### config.mk
export PLATFORM = sky130hd
export DESIGN_NAME = fwrisc_operand_fetch
export DESIGN_NICKNAME = d
export VERILOG_FILES = /design/src/rtl/fwrisc_operand_fetch.sv
export SDC_FILE = /design/constraint.sdc
export NUM_CORES = 1
export LEC_CHECK = 0
export ABC_AREA = 1
export BUFFER_PORTS_ARGS = -buffer_cell sky130_fd_sc_hd__clkbuf_2
export CAP_MARGIN = 20
export CORE_ASPECT_RATIO = 0.6
export CORE_MARGIN = 5
export CORE_UTILIZATION = 40
export CTS_CLUSTER_DIAMETER = 50
export DETAILED_ROUTE_END_ITERATION = 16
export HOLD_SLACK_MARGIN = 0.08
export PLACE_DENSITY = 0.69
export SLEW_MARGIN = 20
export SYNTH_ARGS = -nofsm -noshare
export SYNTH_HDL_FRONTEND = slang
export SYNTH_SLANG_ARGS = --single-unit
### constraint.sdc
create_clock -name i_clock -period 2.16 [get_ports i_clock]
set_input_delay 0.216 -clock i_clock [delete_from_list [all_inputs] [get_ports i_clock]]
set_output_delay 0.216 -clock i_clock [all_outputs]
set_load 0.01 [all_outputs]
### src/rtl/fwrisc_operand_fetch.sv
`default_nettype none
//============================================================================
// Module      : fwrisc_operand_fetch
// Description : Operand-fetch stage between the decoder and the 64-entry
//               register file. Accepts rs1/rs2 requests over valid/ready,
//               drives the regfile read ports (address registered one cycle
//               before data), captures both operands, forwards snooped
//               writes so held operands never go stale, and presents the
//               operands to execute over valid/ready.
//
// Ports       : i_clock, i_reset          - clock, async active-high reset
//               i_flush                   - drop in-flight / held request
//               i_req_valid/o_req_ready   - request handshake
//               i_req_rs1/i_req_rs2       - source addresses
//               o_ra_raddr/i_ra_rdata     - regfile read port A
//               o_rb_raddr/i_rb_rdata     - regfile read port B
//               i_rd_waddr/i_rd_wdata/i_rd_wen - snooped regfile write
//               o_out_valid/i_out_ready   - operand handshake
//               o_out_op_a/o_out_op_b     - operands
//
// Revision    : 1.0 - initial release
//============================================================================
module fwrisc_operand_fetch #(
    parameter int ADDR_W = 6,
    parameter int DATA_W = 32
) (
    input  logic              i_clock,
    input  logic              i_reset,
    input  logic              i_flush,
    input  logic              i_req_valid,
    output logic              o_req_ready,
    input  logic [ADDR_W-1:0] i_req_rs1,
    input  logic [ADDR_W-1:0] i_req_rs2,
    output logic [ADDR_W-1:0] o_ra_raddr,
    input  logic [DATA_W-1:0] i_ra_rdata,
    output logic [ADDR_W-1:0] o_rb_raddr,
    input  logic [DATA_W-1:0] i_rb_rdata,
    input  logic [ADDR_W-1:0] i_rd_waddr,
    input  logic [DATA_W-1:0] i_rd_wdata,
    input  logic              i_rd_wen,
    output logic              o_out_valid,
    input  logic              i_out_ready,
    output logic [DATA_W-1:0] o_out_op_a,
    output logic [DATA_W-1:0] o_out_op_b
);

    typedef enum logic [1:0] {
        S_IDLE = 2'd0,
        S_READ = 2'd1,
        S_OUT  = 2'd2
    } state_t;

    localparam logic [ADDR_W-1:0] c_ZERO_ADDR = '0;

    state_t            r_state;
    state_t            w_state_nxt;
    logic [ADDR_W-1:0] r_rs1;
    logic [ADDR_W-1:0] r_rs2;
    logic [DATA_W-1:0] r_op_a;
    logic [DATA_W-1:0] r_op_b;

    logic              w_req_ready;
    logic              w_accept;
    logic [DATA_W-1:0] w_rd_a;
    logic [DATA_W-1:0] w_rd_b;
    logic              w_fwd_a;
    logic              w_fwd_b;

    // A write matching a held address; address 0 is hardwired zero and
    // is never forwarded.
    assign w_fwd_a = i_rd_wen && (i_rd_waddr != c_ZERO_ADDR) && (i_rd_waddr == r_rs1);
    assign w_fwd_b = i_rd_wen && (i_rd_waddr != c_ZERO_ADDR) && (i_rd_waddr == r_rs2);

    // Value captured at the end of the READ cycle. The regfile data already
    // reflects writes up to the previous cycle; only a write landing in the
    // READ cycle itself needs forwarding.
    assign w_rd_a = (r_rs1 == c_ZERO_ADDR) ? '0 : (w_fwd_a ? i_rd_wdata : i_ra_rdata);
    assign w_rd_b = (r_rs2 == c_ZERO_ADDR) ? '0 : (w_fwd_b ? i_rd_wdata : i_rb_rdata);

    always_comb begin
        w_req_ready = 1'b0;
        w_state_nxt = r_state;
        if (!i_flush) begin
            w_req_ready = (r_state == S_IDLE) || ((r_state == S_OUT) && i_out_ready);
        end
        w_accept = i_req_valid && w_req_ready;

        if (i_flush) begin
            w_state_nxt = S_IDLE;
        end else begin
            case (r_state)
                S_IDLE: if (w_accept) w_state_nxt = S_READ;
                S_READ: w_state_nxt = S_OUT;
                S_OUT: begin
                    if (i_out_ready) begin
                        w_state_nxt = w_accept ? S_READ : S_IDLE;
                    end
                end
                default: w_state_nxt = S_IDLE;
            endcase
        end
    end

    always_ff @(posedge i_clock or posedge i_reset) begin
        if (i_reset) begin
            r_state <= S_IDLE;
        end else begin
            r_state <= w_state_nxt;
        end
    end

    always_ff @(posedge i_clock or posedge i_reset) begin
        if (i_reset) begin
            r_rs1 <= '0;
            r_rs2 <= '0;
        end else if (w_accept) begin
            r_rs1 <= i_req_rs1;
            r_rs2 <= i_req_rs2;
        end
    end

    // Operand registers: load in READ, then track writes while held in OUT.
    // A consume coinciding with a write hands over the pre-write value; the
    // update afterwards is harmless since the register is reloaded or idle.
    always_ff @(posedge i_clock or posedge i_reset) begin
        if (i_reset) begin
            r_op_a <= '0;
            r_op_b <= '0;
        end else begin
            case (r_state)
                S_READ: begin
                    r_op_a <= w_rd_a;
                    r_op_b <= w_rd_b;
                end
                S_OUT: begin
                    if (w_fwd_a) r_op_a <= i_rd_wdata;
                    if (w_fwd_b) r_op_b <= i_rd_wdata;
                end
                default: ;
            endcase
        end
    end

    // The regfile registers its address, so a new request's addresses go
    // straight through in the accept cycle; otherwise keep presenting the
    // held addresses.
    assign o_ra_raddr  = w_accept ? i_req_rs1 : r_rs1;
    assign o_rb_raddr  = w_accept ? i_req_rs2 : r_rs2;
    assign o_req_ready = w_req_ready;
    assign o_out_valid = (r_state == S_OUT);
    assign o_out_op_a  = r_op_a;
    assign o_out_op_b  = r_op_b;

endmodule
`default_nettype wire
## Word-level counts from Yosys, hierarchy flattened

Cells that the tools add are included.

- Register bits after elaboration: 78
- Bits of input ports: 120
- Output and inout bits: 78
- Logic and storage cells: 43

- Equal/unequal tests: 8
- Multiplexer cells: 16
- Reductions and logical operators: 14

Operator list:

| operator | number |
|---|---|
| 32-bit two-way mux | 6 |
| 32-bit case mux with 2 select lines | 2 |
| 6-bit == test | 2 |
| 6-bit logical NOT | 2 |
| 6-bit two-way mux | 2 |
| 2-bit two-way mux | 3 |
| 2-bit case mux with 3 select lines | 1 |
| 2-bit AND reduction | 3 |
| 6-bit nonzero test | 1 |
| 1-bit logical AND | 5 |
| 2-bit by 1-bit != test with 1-bit output (second input constant) | 2 |
| 3-bit by 2-bit != test with 1-bit output (second input constant) | 1 |
| 3-bit != test (second input constant) | 1 |
| 2-bit by 1-bit == test with 1-bit output (second input constant) | 1 |
| 2-bit == test (second input constant) | 1 |
| 2-bit logical NOT | 1 |
| 1-bit two-way mux | 2 |
| 2-bit nonzero test | 1 |
| 1-bit logical OR | 1 |

## Depth between registers and ports, before layout

- Word-level depth: 9
- Depth in mapped cells: 13
- Gate-level depth less buffers: 12

## Worst setup path before layout

OpenSTA, ideal clock, no wires.

- Path type: reg2out
- From: register r_state[1]
- To: output o_ra_raddr[0]
- Arrival: 1.420 ns
- Data required time: 1.944 ns
- Slack: 0.524 ns
- Cell stages (with the launch flop): 9
- Path buffers: 1
- Cells stage by stage: dfrtp_1 -> inv_1 -> nor2_1 -> nor3_1 -> nand2_1 -> inv_2 -> buf_2 -> nand2_1 -> o21ai_0

- Longest elaborated chain between the ends: 6
- Elaborated cells between the ends (all ways): 7
- Those cells by class: eq/ne (1); mux (2); reduce/logical (4)

RTL lines:

| item | RTL line | text |
|---|---|---|
| from (decl) | 55 | `state_t r_state;` |
| from (signal assigned) | 108 | `r_state <= w_state_nxt;` |
| 2-bit == test | 84 | `w_req_ready = (r_state == S_IDLE) \|\| ((r_state == S_OUT) && i_out_ready);` |
| 1-bit logical AND | 84 |  |
| 1-bit logical OR (*) | 84 |  |
| 1-bit two-way mux (*) | 83 | `if (!i_flush) begin` |
| net o_req_ready | 31 | `output logic o_req_ready,` |
| 1-bit logical AND (*) | 86 | `w_accept = i_req_valid && w_req_ready;` |
| 6-bit two-way mux (*) | n/a |  |
| to (decl) | 34 | `output logic [ADDR_W-1:0] o_ra_raddr,` |

Mark *: on every way through the listed nets, which the timed path passes. The rest lies on a longest branch.

## Final worst setup path

- From: register r_state[0]
- To: output o_ra_raddr[0]

- Longest elaborated chain between the ends: 6
- Elaborated cells between the ends (all ways): 7
- Those cells by class: eq/ne (1); mux (2); reduce/logical (4)

RTL lines:

| item | RTL line |
|---|---|
| 2-bit == test | 84 |
| 1-bit logical AND | 84 |
| 1-bit logical OR (*) | 84 |
| 1-bit two-way mux (*) | 83 |
| 1-bit logical AND (*) | 86 |
| 6-bit two-way mux (*) | n/a |

Every way passes the cells marked *; elsewhere a longest branch is shown, timed or not.

==> results.py <==
metrics = {
    "run_status": {
        "status": "complete, no violations",
    },
    "layout": {
        "diodes": 0,
        "finalNetCount": 1170,
        "fin_area_sq_um": 6940,
        "syn_to_final_growth_pct": 26.1,
        "drive_above_1_share": 0.269,
    },
    "routing": {
        "drt_iter0_drc": 345,
        "wl_per_cell_microns": 15.0,
        "route.detailed.drc": 0,
        "ant_nets": 0,
        "dr_total_vias": 5969,
        "postRouteWirelength_mm": 18.5,
        "dr.pass1.iters": 5,
        "vias_per_cell": 4.86,
    },
    "floorplanning": {
        "fp.dieH_microns": 101,
        "io-pin-count": 198,
        "design.die.area_sq_um": 16300,
        "core_sq_um": 13600,
        "initial_core_util": 0.405,
        "die_w_microns": 161,
        "rows": 33,
    },
    "timing": {
        "tightest_slew_ns": 0.689,
        "hold_viol": 0,
        "hold_ws_ns": 0.119,
        "setup_violations": 0,
        "finalClockSkew_ns": 0.00743,
        "fin_ws_ns": 0.239,
        "slew_viol_final": 0,
        "period_needed_ns": 1.92,
        "setup_tns_ns": 0,
        "relSlewSlack": 0.540,
        "fmax_ghz": 0.520,
        "finalCritPeriodShare": 0.890,
        "rsz0062_at_grt": "no",
    },
    "synth": {
        "syn_avg_cell_area_sq_um": 6.30,
        "ys.flop_type": "dfrtp_1",
        "synth_warnings": 0,
        "synth_edf_count": 0,
        "ys_seq_elements": 78,
        "syn_nets": 994,
        "synthDistinctLibCells": 27,
        "async_flop_share": 1.00,
        "syn-instance-count": 874,
        "synth_seq_area_share": 0.354,
        "synth_area_sq_um": 5510,
    },
    "worst_setup_path": {
        "r2r-end": "o_out_op_a[14]",
        "path_class": "register to output port",
        "reg2reg_slack_ns": 0.35,
        "cp.required_ns": 1.94,
        "crit_top_cell": "nand2_1",
        "cp_slowest_stage_delay_ns": 0.45,
        "worstSetupStartpoint": "r_state[0]",
        "worstReg2RegStart": "r_rs1[4]",
        "cp-start-kind": "register",
        "critical_path_arrival_ns": 1.71,
        "crit_path_max_fanout": 25,
        "end_kind": "output port",
        "path_cells": "nor3_2 -> nand2_1 -> clkinv_4 -> nand2_1 -> o21ai_1 -> clkbuf_2",
        "r2r_cells": 10,
        "cpMaxStageDelayCell": "dfrtp_1",
    },
    "global_route": {
        "grt_max_degree": 79,
        "antenna_found_initial": 0,
        "grt_first_pass_wirelength_mm": 29.4,
        "grt_use_total": 0.225,
        "grt_pass1_vias": 5668,
        "grt_overflow": 0,
    },
    "hold_path": {
        "worst_hold_path.endpoint": "r_state[1]",
        "hold_class": "primary input to register",
        "hold_path_depth": 2,
        "min_from": "i_flush",
    },
    "pwr": {
        "swShare": 0.354,
        "switchingPower_mw": 1.88,
        "p_leak_nw": 4.34,
        "max-vdd-ir-drop_uv": 402,
        "power_frac_clock": 0.305,
        "comb_power_share": 0.321,
        "seq_power_share": 0.373,
        "power.density_nw_per_um2": 766,
        "power.internal_mw": 3.43,
    },
    "clock_tree": {
        "clk_pin_slew_ns": 0.06,
        "clock-sinks": 78,
        "clk_latency_ns": 0.33,
        "ctsHtreeMaxLevel": 3,
        "cts_tree": "built",
        "cts_root_buffer": "clkbuf_16",
        "clockBufferDepth": 2,
        "postCtsSetupBuffers": 0,
        "cts_made_buffers": 9,
    },
    "place": {
        "place_ws_ns": 0.336,
        "gp_congestion": 0.893,
        "post_dp_cell_area_sq_um": 6620,
        "port_buffers": 197,
        "hpwlAfterDp_mm": 13.2,
    },
    "run": {
        "max_cap_violations": 0,
    },
}
-- critical path: cells and delay by family, from the launching register on --
| kind | cells | cell delay, ns |
|---|---|---|
| compound gates | 1 | 0.15 |
| buf+inv | 2 | 0.33 |
| flops | 1 | 0.45 |
| simple gates | 3 | 0.44 |
-- flip-flops by register name, indices dropped and copies added, names as in the netlist --
register / flops
o_out_op_a: 32
r_state: 2
r_rs2: 6
r_rs1: 6
o_out_op_b: 32
-- worst max path at each step --
stage	slack (ns)	endpoint
floorplan	0.52	o_ra_raddr[0]
global placement	0.30	o_ra_raddr[0]
detailed placement	0.34	o_out_op_b[0]
CTS	0.05	o_ra_raddr[0]
global route	0.06	o_ra_raddr[3]
finish	0.24	o_ra_raddr[0]
-- synthesized netlist by cell type (3+ instances only) --
cell type,number,area [sq um]
nor2_2,4,25.0
clkbuf_1,8,30.0
inv_2,9,33.8
nor3_1,38,190
buf_2,27,135
nand2_1,481,1810
buf_6,10,113
nor2_1,7,26.3
nor2_4,3,33.8
o21ai_0,13,65.1
a21oi_1,64,320
buf_4,3,22.5
inv_1,86,323
nor3_2,27,270
dfrtp_1,78,1950
-- placed cells by master, fill, tap and decap left out, drive strengths merged --
cell,n
nand2,482
dfrtp,78
clkbuf,208
clkinv,2
buf,17
a21oi,64
nand3,4
clkinvlp,2
nor2,14
nor3,65
xnor2,2
nand4,5
o21ai,15
dlygate4sd3,1
bufinv,2
inv,93
-- per-stage QoR --
stage,utilization,total power [mW],std cells
after floorplan,-,2.97,874
after global placement,0.487,3.69,1213
after detailed placement,0.487,3.72,1213
after CTS,0.511,5.36,1229
after global routing,0.511,5.63,1229
final,0.511,5.31,1229
-- power groups by stage --
stage | Combinational (mW) | Clock, mW | Sequential [mW]
2_1_floorplan | 0.870 | 0 | 2.10
3_3_place_gp | 1.69 | 0 | 2.00
3_5_place_dp | 1.71 | 0 | 2.00
4_1_cts | 1.72 | 1.65 | 1.98
5_1_grt | 1.92 | 1.69 | 2.02
6_report | 1.71 | 1.62 | 1.98
-- routing by layer --
metal,vias up,share of wire,track usage
met2,273,0.41,0.332
met4,0,0.0067,0.0341
met5,-,0,0
met3,10,0.090,0.0625
li1,3019,-,-
met1,2667,0.49,0.334
-- cell families after synthesis --
group / count (synthesis) / synth area share
buffers and inverters: 145 / 0.121
xor gates and xnor gates: 2 / 0.00454
DFF: 78 / 0.354
AOI/OAI and AO/OA: 79 / 0.0718
and+or+nand+nor: 570 / 0.448
-- cell type report --
type / count / area (sq um)
clock buffer: 11 / 233
timing repair buffer: 215 / 1200
tap: 175 / 219
multi-input combinational: 651 / 2900
fill: 1418 / 6640
clock inverter: 4 / 72.6
sequential: 78 / 1950
inverter: 95 / 365
-- timing repair --
item | in CTS | in global routing
hold buffers | 1 | 0
endpoints found under the setup margin | 1 | 12
gates resized for setup | 1 | 5
hold endpoints to repair | 78 | 0
Power figures use the tool's default switching activity.
